File: src/rtl/mult_pkg.sv
// mult_pkg: shared types and sizing for the shift-add multiplier.
// State encoding matches the controller's IDLE/LOAD/MULT/DONE.
package mult_pkg;

  localparam int WIDTH_DEF = 8;
  localparam int PROD_W    = 2 * WIDTH_DEF;

  typedef enum logic [1:0] {
    R_IDLE   = 2'd0,
    R_LOADED = 2'd1,
    R_RUN    = 2'd2,
    R_DONE   = 2'd3
  } mult_state_e;

endpackage

File: src/rtl/mult_shift_add.sv
// mult_shift_add: operand, accumulator and step-count registers.
// One partial product is folded into the accumulator per step.
module mult_shift_add
  import mult_pkg::*;
#(
  parameter int WIDTH = WIDTH_DEF
) (
  input  logic                 clk,
  input  logic                 rst_n,
  input  logic                 i_clr,
  input  logic                 i_load,
  input  logic                 i_init,
  input  logic                 i_step,
  input  logic [WIDTH-1:0]     i_a,
  input  logic [WIDTH-1:0]     i_b,
  output logic [2*WIDTH-1:0]   o_acc_next,
  output logic                 o_last,
  output logic                 o_zero_next
);

  localparam int PW = 2 * WIDTH;
  localparam int CW = $clog2(WIDTH + 1);

  logic [PW-1:0]    r_mcand;
  logic [WIDTH-1:0] r_mplier;
  logic [PW-1:0]    r_acc;
  logic [CW-1:0]    r_count;
  logic [PW-1:0]    w_addend;

  assign w_addend    = r_mplier[0] ? r_mcand : '0;
  assign o_acc_next  = r_acc + w_addend;
  assign o_last      = (r_count == CW'(WIDTH - 1));
  assign o_zero_next = ((r_mplier >> 1) == '0);

  // Operand capture, accumulator init and one shift-add per step.
  always_ff @(posedge clk or negedge rst_n) begin
    if (!rst_n) begin
      r_mcand  <= '0;
      r_mplier <= '0;
      r_acc    <= '0;
      r_count  <= '0;
    end else if (i_clr) begin
      r_mcand  <= '0;
      r_mplier <= '0;
      r_acc    <= '0;
      r_count  <= '0;
    end else begin
      if (i_load) begin
        r_mcand  <= {{WIDTH{1'b0}}, i_a};
        r_mplier <= i_b;
      end
      if (i_init) begin
        r_acc   <= '0;
        r_count <= '0;
      end
      if (i_step) begin
        r_acc    <= o_acc_next;
        r_mcand  <= r_mcand << 1;
        r_mplier <= r_mplier >> 1;
        r_count  <= r_count + CW'(1);
      end
    end
  end

endmodule

File: src/rtl/mult_engine.sv
// mult_engine: load/multiply handshake FSM around mult_shift_add.
// Define MULT_EARLY_EXIT_EN to stop once the multiplier runs out of ones.
module mult_engine
  import mult_pkg::*;
#(
  parameter int WIDTH = WIDTH_DEF
) (
  input  logic                 clk,
  input  logic                 rst_n,
  input  logic                 clr,
  input  logic                 load_data,
  input  logic                 mult_active,
  input  logic [WIDTH-1:0]     a_in,
  input  logic [WIDTH-1:0]     b_in,
  output logic                 load_done,
  output logic                 mult_done,
  output logic                 busy,
  output logic [2*WIDTH-1:0]   product
);

`ifdef MULT_EARLY_EXIT_EN
  localparam bit EARLY = 1'b1;
`else
  localparam bit EARLY = 1'b0;
`endif

  mult_state_e        r_state;
  mult_state_e        w_next;
  logic [2*WIDTH-1:0] r_product;
  logic [2*WIDTH-1:0] w_acc_next;
  logic               w_last;
  logic               w_zero_next;
  logic               w_exit;
  logic               w_load;
  logic               w_init;
  logic               w_step;

  assign w_exit = w_last || (EARLY && w_zero_next);

  mult_shift_add #(.WIDTH(WIDTH)) u_dp (
    .clk         (clk),
    .rst_n       (rst_n),
    .i_clr       (clr),
    .i_load      (w_load),
    .i_init      (w_init),
    .i_step      (w_step),
    .i_a         (a_in),
    .i_b         (b_in),
    .o_acc_next  (w_acc_next),
    .o_last      (w_last),
    .o_zero_next (w_zero_next)
  );

  // State register.
  always_ff @(posedge clk or negedge rst_n) begin
    if (!rst_n) r_state <= R_IDLE;
    else        r_state <= w_next;
  end

  // Next state and datapath enables.
  always_comb begin
    w_next = r_state;
    w_load = 1'b0;
    w_init = 1'b0;
    w_step = 1'b0;
    if (clr) begin
      w_next = R_IDLE;
    end else begin
      unique case (r_state)
        R_IDLE, R_DONE: begin
          if (load_data) begin
            w_load = 1'b1;
            w_next = R_LOADED;
          end
        end
        R_LOADED: begin
          if (mult_active) begin
            w_init = 1'b1;
            w_next = R_RUN;
          end else if (load_data) begin
            w_load = 1'b1;
          end
        end
        R_RUN: begin
          if (mult_active) begin
            w_step = 1'b1;
            if (w_exit) w_next = R_DONE;
          end else begin
            w_next = R_IDLE;
          end
        end
        default: w_next = R_IDLE;
      endcase
    end
  end

  // Result register, written only by a completing step.
  always_ff @(posedge clk or negedge rst_n) begin
    if (!rst_n)                r_product <= '0;
    else if (clr)              r_product <= '0;
    else if (w_step && w_exit) r_product <= w_acc_next;
  end

  assign load_done = (r_state == R_LOADED);
  assign mult_done = (r_state == R_DONE);
  assign busy      = (r_state == R_RUN);
  assign product   = r_product;

endmodule

File: config.mk
export PLATFORM = sky130hd
export DESIGN_NAME = mult_engine
export DESIGN_NICKNAME = d
export VERILOG_FILES = /design/src/rtl/mult_pkg.sv /design/src/rtl/mult_shift_add.sv /design/src/rtl/mult_engine.sv
export SDC_FILE = /design/constraint.sdc
export NUM_CORES = 1
export LEC_CHECK = 0
export CAP_MARGIN = 10
export CORE_UTILIZATION = 50
export CTS_CLUSTER_DIAMETER = 200
export CTS_CLUSTER_SIZE = 24
export DETAILED_ROUTE_END_ITERATION = 10
export PLACE_DENSITY_LB_ADDON = 0.12
export SYNTH_ARGS = -nofsm -noshare
export SYNTH_HDL_FRONTEND = slang
export SYNTH_SLANG_ARGS = --single-unit
File: constraint.sdc
create_clock -name clk -period 3.3 [get_ports clk]
set_input_delay 0.66 -clock clk [delete_from_list [all_inputs] [get_ports clk]]
set_output_delay 0.66 -clock clk [all_outputs]
set_load 0.03 [all_outputs]
Word level (Yosys, flattened, before mapping):

Index checks and enable logic that the tools add are counted.

* flip-flop bits (word level): 62
* input port bits: 21
* logic and storage cells: 52
* output and inout bits: 19

* reductions and logical operators: 7
* add/sub/neg operators: 2
* equality and inequality tests: 7
* mux-type cells: 30

Operators with widths (count)
* $mux W16: 9
* $mux W8: 3
* $add A16 B16 Y16: 1
* $mux W4: 3
* $mux W2: 5
* $mux W1: 8
* $ne A3 B3 Y1 const B: 2
* $pmux W2 S3: 1
* $reduce_bool A3 Y1: 2
* $add A4 B1 Y4 const B: 1
* $eq A2 B2 Y1 const B: 2
* $eq A4 B3 Y1 const B: 1
* $ne A4 B3 Y1 const B: 1
* $reduce_and A3 Y1: 1
* $eq A2 B1 Y1 const B: 1
* $logic_not A2 Y1: 1
* $pmux W1 S2: 1
* $reduce_bool A2 Y1: 1
* $reduce_or A2 Y1: 1
* $logic_and A1 B1 Y1: 1

Logic depth before layout (Yosys ltp):

* word-level depth: 7
* mapped depth: 10
* depth with buffers taken out: 10

Modules after synthesis:

A second synthesis with hierarchy kept.

* cell total of the unflattened synthesis: 416
* area, all modules: 3841.2 um2

By module, submodules not included
* mult_shift_add: seq. area each 1101.1 um2, cells each 319, area each 2911.5 um2, instances 1
* mult_engine: seq. area each 450.4 um2, cells each 97, area each 929.6 um2, instances 1

Worst setup path before layout:

No wires, ideal clock.

* path type: flip-flop to flip-flop
* from: register u_dp.r_mplier[0]
* to: register u_dp.r_acc[13]
* buffers on the path: 2
* library setup time: 0.121 ns
* cell stages (with the launch flop): 10
* setup slack: 1.090 ns
* arrival time: 2.090 ns
* data required time: 3.179 ns
* clock period less this slack: 2.210 ns
* path through: dfrtp_1 > clkbuf_1 > and2_1 > ha_1 > buf_4 > a211o_1 > o211ai_2 > o21ai_1 > xor2_1 > a22o_1

* word-level cells in the longest chain between the ends: 4

RTL lines
* start: declaration: line mult_shift_add.sv:25 `logic [WIDTH-1:0] r_mplier;`
* start signal: assignment: line mult_shift_add.sv:50 `r_mplier <= i_b;`
* start signal: assignment: line mult_shift_add.sv:59 `r_mplier <= r_mplier >> 1;`
* $mux W16: line mult_shift_add.sv:30 `assign w_addend = r_mplier[0] ? r_mcand : '0;`
* $add A16 B16 Y16: line mult_shift_add.sv:31 `assign o_acc_next = r_acc + w_addend;`
* $mux W16: line mult_shift_add.sv:56 `if (i_step) begin`
* $mux W16: line mult_shift_add.sv:42 `end else if (i_clr) begin`
* end signal: assignment: line mult_shift_add.sv:57 `r_acc <= o_acc_next;`
* end: declaration: line mult_shift_add.sv:26 `logic [PW-1:0] r_acc;`

Every way passes these cells.
A chain may end at the register's enable or synchronous reset.

Worst setup path after layout:

* from: register u_dp.r_mplier[0]
* to: register u_dp.r_acc[15]

Same word-level chain as after synthesis.

==> results by group <==
Logic synthesis
  – Most numerous cell in the Yosys netlist: dfrtp_1
  – Area share of the largest cell type after synthesis: 43.7%
  – Syn avg cell area: 9.81 µm²
  – Synth Flop Type: dfrtp_1
  – Cell Area, Synth: 3550 µm²
  – Syn_nets: slightly above 400
  – Gate count of the mapped netlist: 362
  – #FFs+latches synth: 62
  – Cell taking the most area after synthesis: dfrtp_1
  – Dominant cells by area after synthesis: dfrtp_1 44%, ha_1 6.7%, mux2i_1 4.8%
  – Warnings from Yosys: 0
  – Register area share after synthesis: 43.7%
  – Post-synth EDFFs: 0
  – Ys async rst share: 100%
  – Commonest cells post-synth: 62 x dfrtp_1, 29 x nand2_1, 28 x nor2_1, 28 x o21ai_0, 19 x ha_1
  – Synth unique cells: between 40 and 50

Floorplanning
  – Die area: 7440 µm²
  – Die Width: 86.3 µm
  – I/O pins: 40
  – Initial Util: 52.0%
  – Core area: 6830 µm²
  – DIE HEIGHT: around 86 µm
  – Site Rows: 30

GRT
  – Vias in the first global route: 2735
  – Congestion Overflow GR: 0
  – GR Util All Layers: 22.5%
  – First-pass GRT wire length: 13100 µm
  – Initial antenna violation count: 0
  – Pin count of the biggest net entering global routing: 63

Pwr
  – P per Cell Area: 427 nW/µm²
  – Peak supply drop: 265 µV
  – Static leakage: 2.03 nW

Worst setup path
  – Worst Setup End Kind: flop
  – CP arrival: around 2.8 ns
  – CP max FO: 17
  – Worst endpoint required time: approximately 3.5 ns
  – WS Path Type: reg -> reg
  – CP Launch Type: flop
  – Flop2flop setup slack: 0.77 ns

STA
  – Post-route minimum period: 2.53 ns
  – RSZ-0062 raised after global routing: false
  – FMAX: 395 MHz
  – Final setup fails: 0
  – Final hold vios: 0
  – Final Cycle Share: 76.7%
  – Final TNS setup: 0 ns
  – Slew Viols, Final: 0
  – Fin Clk Skew: 0.00907 ns
  – Slew headroom: 59.2%
  – Worst-margin pin slew: 0.612 ns

Min path
  – Hold WC Path Type: in -> async

Routing
  – Vias per cell: 5.52
  – Total Wirelength: 7380 µm
  – Iteration count of the initial detailed-routing pass: 4
  – Antenna Nets Post-Route: 0
  – Residual DRC: 0
  – Routed WL per cell: 14.8 µm
  – DR vias: 2750
  – 1st-iter DRT viols: approximately 170

Status
  – Outcome: finished, final reports clean

Placed design
  – Buffers on Ports: 39
  – HPWL after detailed placement: 5190 µm
  – Final Wtd Congestion: 0.853
  – Cell Area, Placed: between 4000 and 5000 µm²

Final layout
  – Layout area overhead: 18.9%
  – Design area: 4220 µm²
  – Filler cells: a little under 600
  – # nets final: 438
  – ANT cells: 0
  – Share of layout cells above drive strength 1: 8.21%

CTS
  – H-tree depth: 3
  – Num Clock Sinks: 62
  – CTS tree: done
  – Hold buffers post-CTS: 0
  – Worst-path clk slew: 0.07 ns
  – Postcts setup bufs: 0
  – CTS resizes: 0
  – Clk Latency, worst-skew pair: 0.33 ns
  – CTS Root Cell: clkbuf_8
  – Max Root-Sink Buffers: 2
  – Total CTS buffers: 9

Job
  – Maxcap violations: 0
[metal layers]
metal  track usage (%)  routed length (µm)  up-vias
li1                  -                   -     1364
met1              32.6                3940     1318
met2              33.8                3050       59
met3              4.00                 289        9
met4              8.03                  95        0
met5                 0                   0        -
[kinds of logic after synthesis]
| kind of cell | after synthesis | synth area share (%) |
|---|---|---|
| AOI/OAI and AO/OA | 107 | 20.3 |
| xor gates and xnor gates | 11 | 2.71 |
| adders and majority gates | 20 | 7.26 |
| buffers and inverters | 31 | 4.44 |
| DFF | 62 | 43.7 |
| muxes | 17 | 4.79 |
| and+or+nand+nor | 114 | 16.8 |
[cell type report]
| cell class | instances | area (µm²) | share of cell area [%] |
|---|---|---|---|
| Timing Repair Buffer | 47 | 458 | 10.9 |
| Clock buffer | 13 | 179 | 4.24 |
| Tap cell | 96 | 120 | 2.85 |
| Clock inverter | 3 | 40.0 | 0.949 |
| Multi-Input combinational cell | 269 | 1840 | 43.6 |
| Sequential cell | 62 | 1550 | 36.8 |
| Inverter | 8 | 30.0 | 0.712 |
[critical path, cell delays in order, from the launching register on]
cell and delay (ns):
dfrtp_1 0.51, and2_1 0.25, ha_1 0.46, a21oi_1 0.14, o21ai_0 0.43, a211oi_1 0.10, a21oi_1 0.22, xnor2_1 0.12
a22o_1 0.19
[state kept, by name (all words and copies together) (netlist names)]
register,cells
r_state,2
u_dp.r_count,4
u_dp.r_acc,16
u_dp.r_mplier,8
u_dp.r_mcand,16
product,16
[placed cells by master (no fill, tap or decap), types with 2 or more instances in the layout]
master            n
dfrtp_1          62
clkdlybuf4s50_1  38
nand2_1          29
nor2_1           28
o21ai_0          28
ha_1             19
mux2i_1          17
a211oi_1         16
a21oi_1          16
and2_1           15
a22o_1           15
clkbuf_8         13
nand3b_1         12
a21o_1            9
inv_1             8
o21ai_1           8
buf_4             7
xnor2_1           6
nor3_1            5
nor3b_1           5
xor2_1            5
nand3_1           4
or3_1             3
nand2b_1          3
nand4_1           3
a31oi_1           3
nor2_2            2
nor2b_1           2
o21a_1            2
clkinv_2          2
[power breakdown]
| group | switching [mW] | total (mW) | internal [mW] | leakage [nW] |
|---|---|---|---|---|
| registers | 0.0297 | 0.822 | 0.792 | 0.856 |
| clock network | 0.290 | 0.720 | 0.429 | 0.115 |
| logic | 0.139 | 0.259 | 0.120 | 1.06 |
[final timing paths]
check / from / to / cells after the start
worst min-delay path: rst_n / u_dp.r_count[3] / 2
min in group clk: u_dp.r_acc[9] / u_dp.r_acc[9] / 2
worst min register to register: u_dp.r_acc[9] / u_dp.r_acc[9] / 2
worst max register to register: u_dp.r_mplier[0] / u_dp.r_acc[15] / 8
max in group asynchronous: rst_n / u_dp.r_mcand[7] / 2
worst max-delay path: u_dp.r_mplier[0] / u_dp.r_acc[15] / 8
[per-stage QoR]
step	total power, mW	hold slack (ns)	std cells	utilization (%)	worst slack, ns
global route	1.88	0.353	498	61.8	0.525
global placement	1.09	0.478	482	58.6	0.778
floorplan	1.01	0.364	362	-	1.09
detailed placement	1.10	0.488	482	58.6	0.706
CTS	1.82	0.339	498	61.8	0.806
finish	1.80	0.333	498	61.8	0.769
No activity file was read; power rests on OpenSTA's default activity.
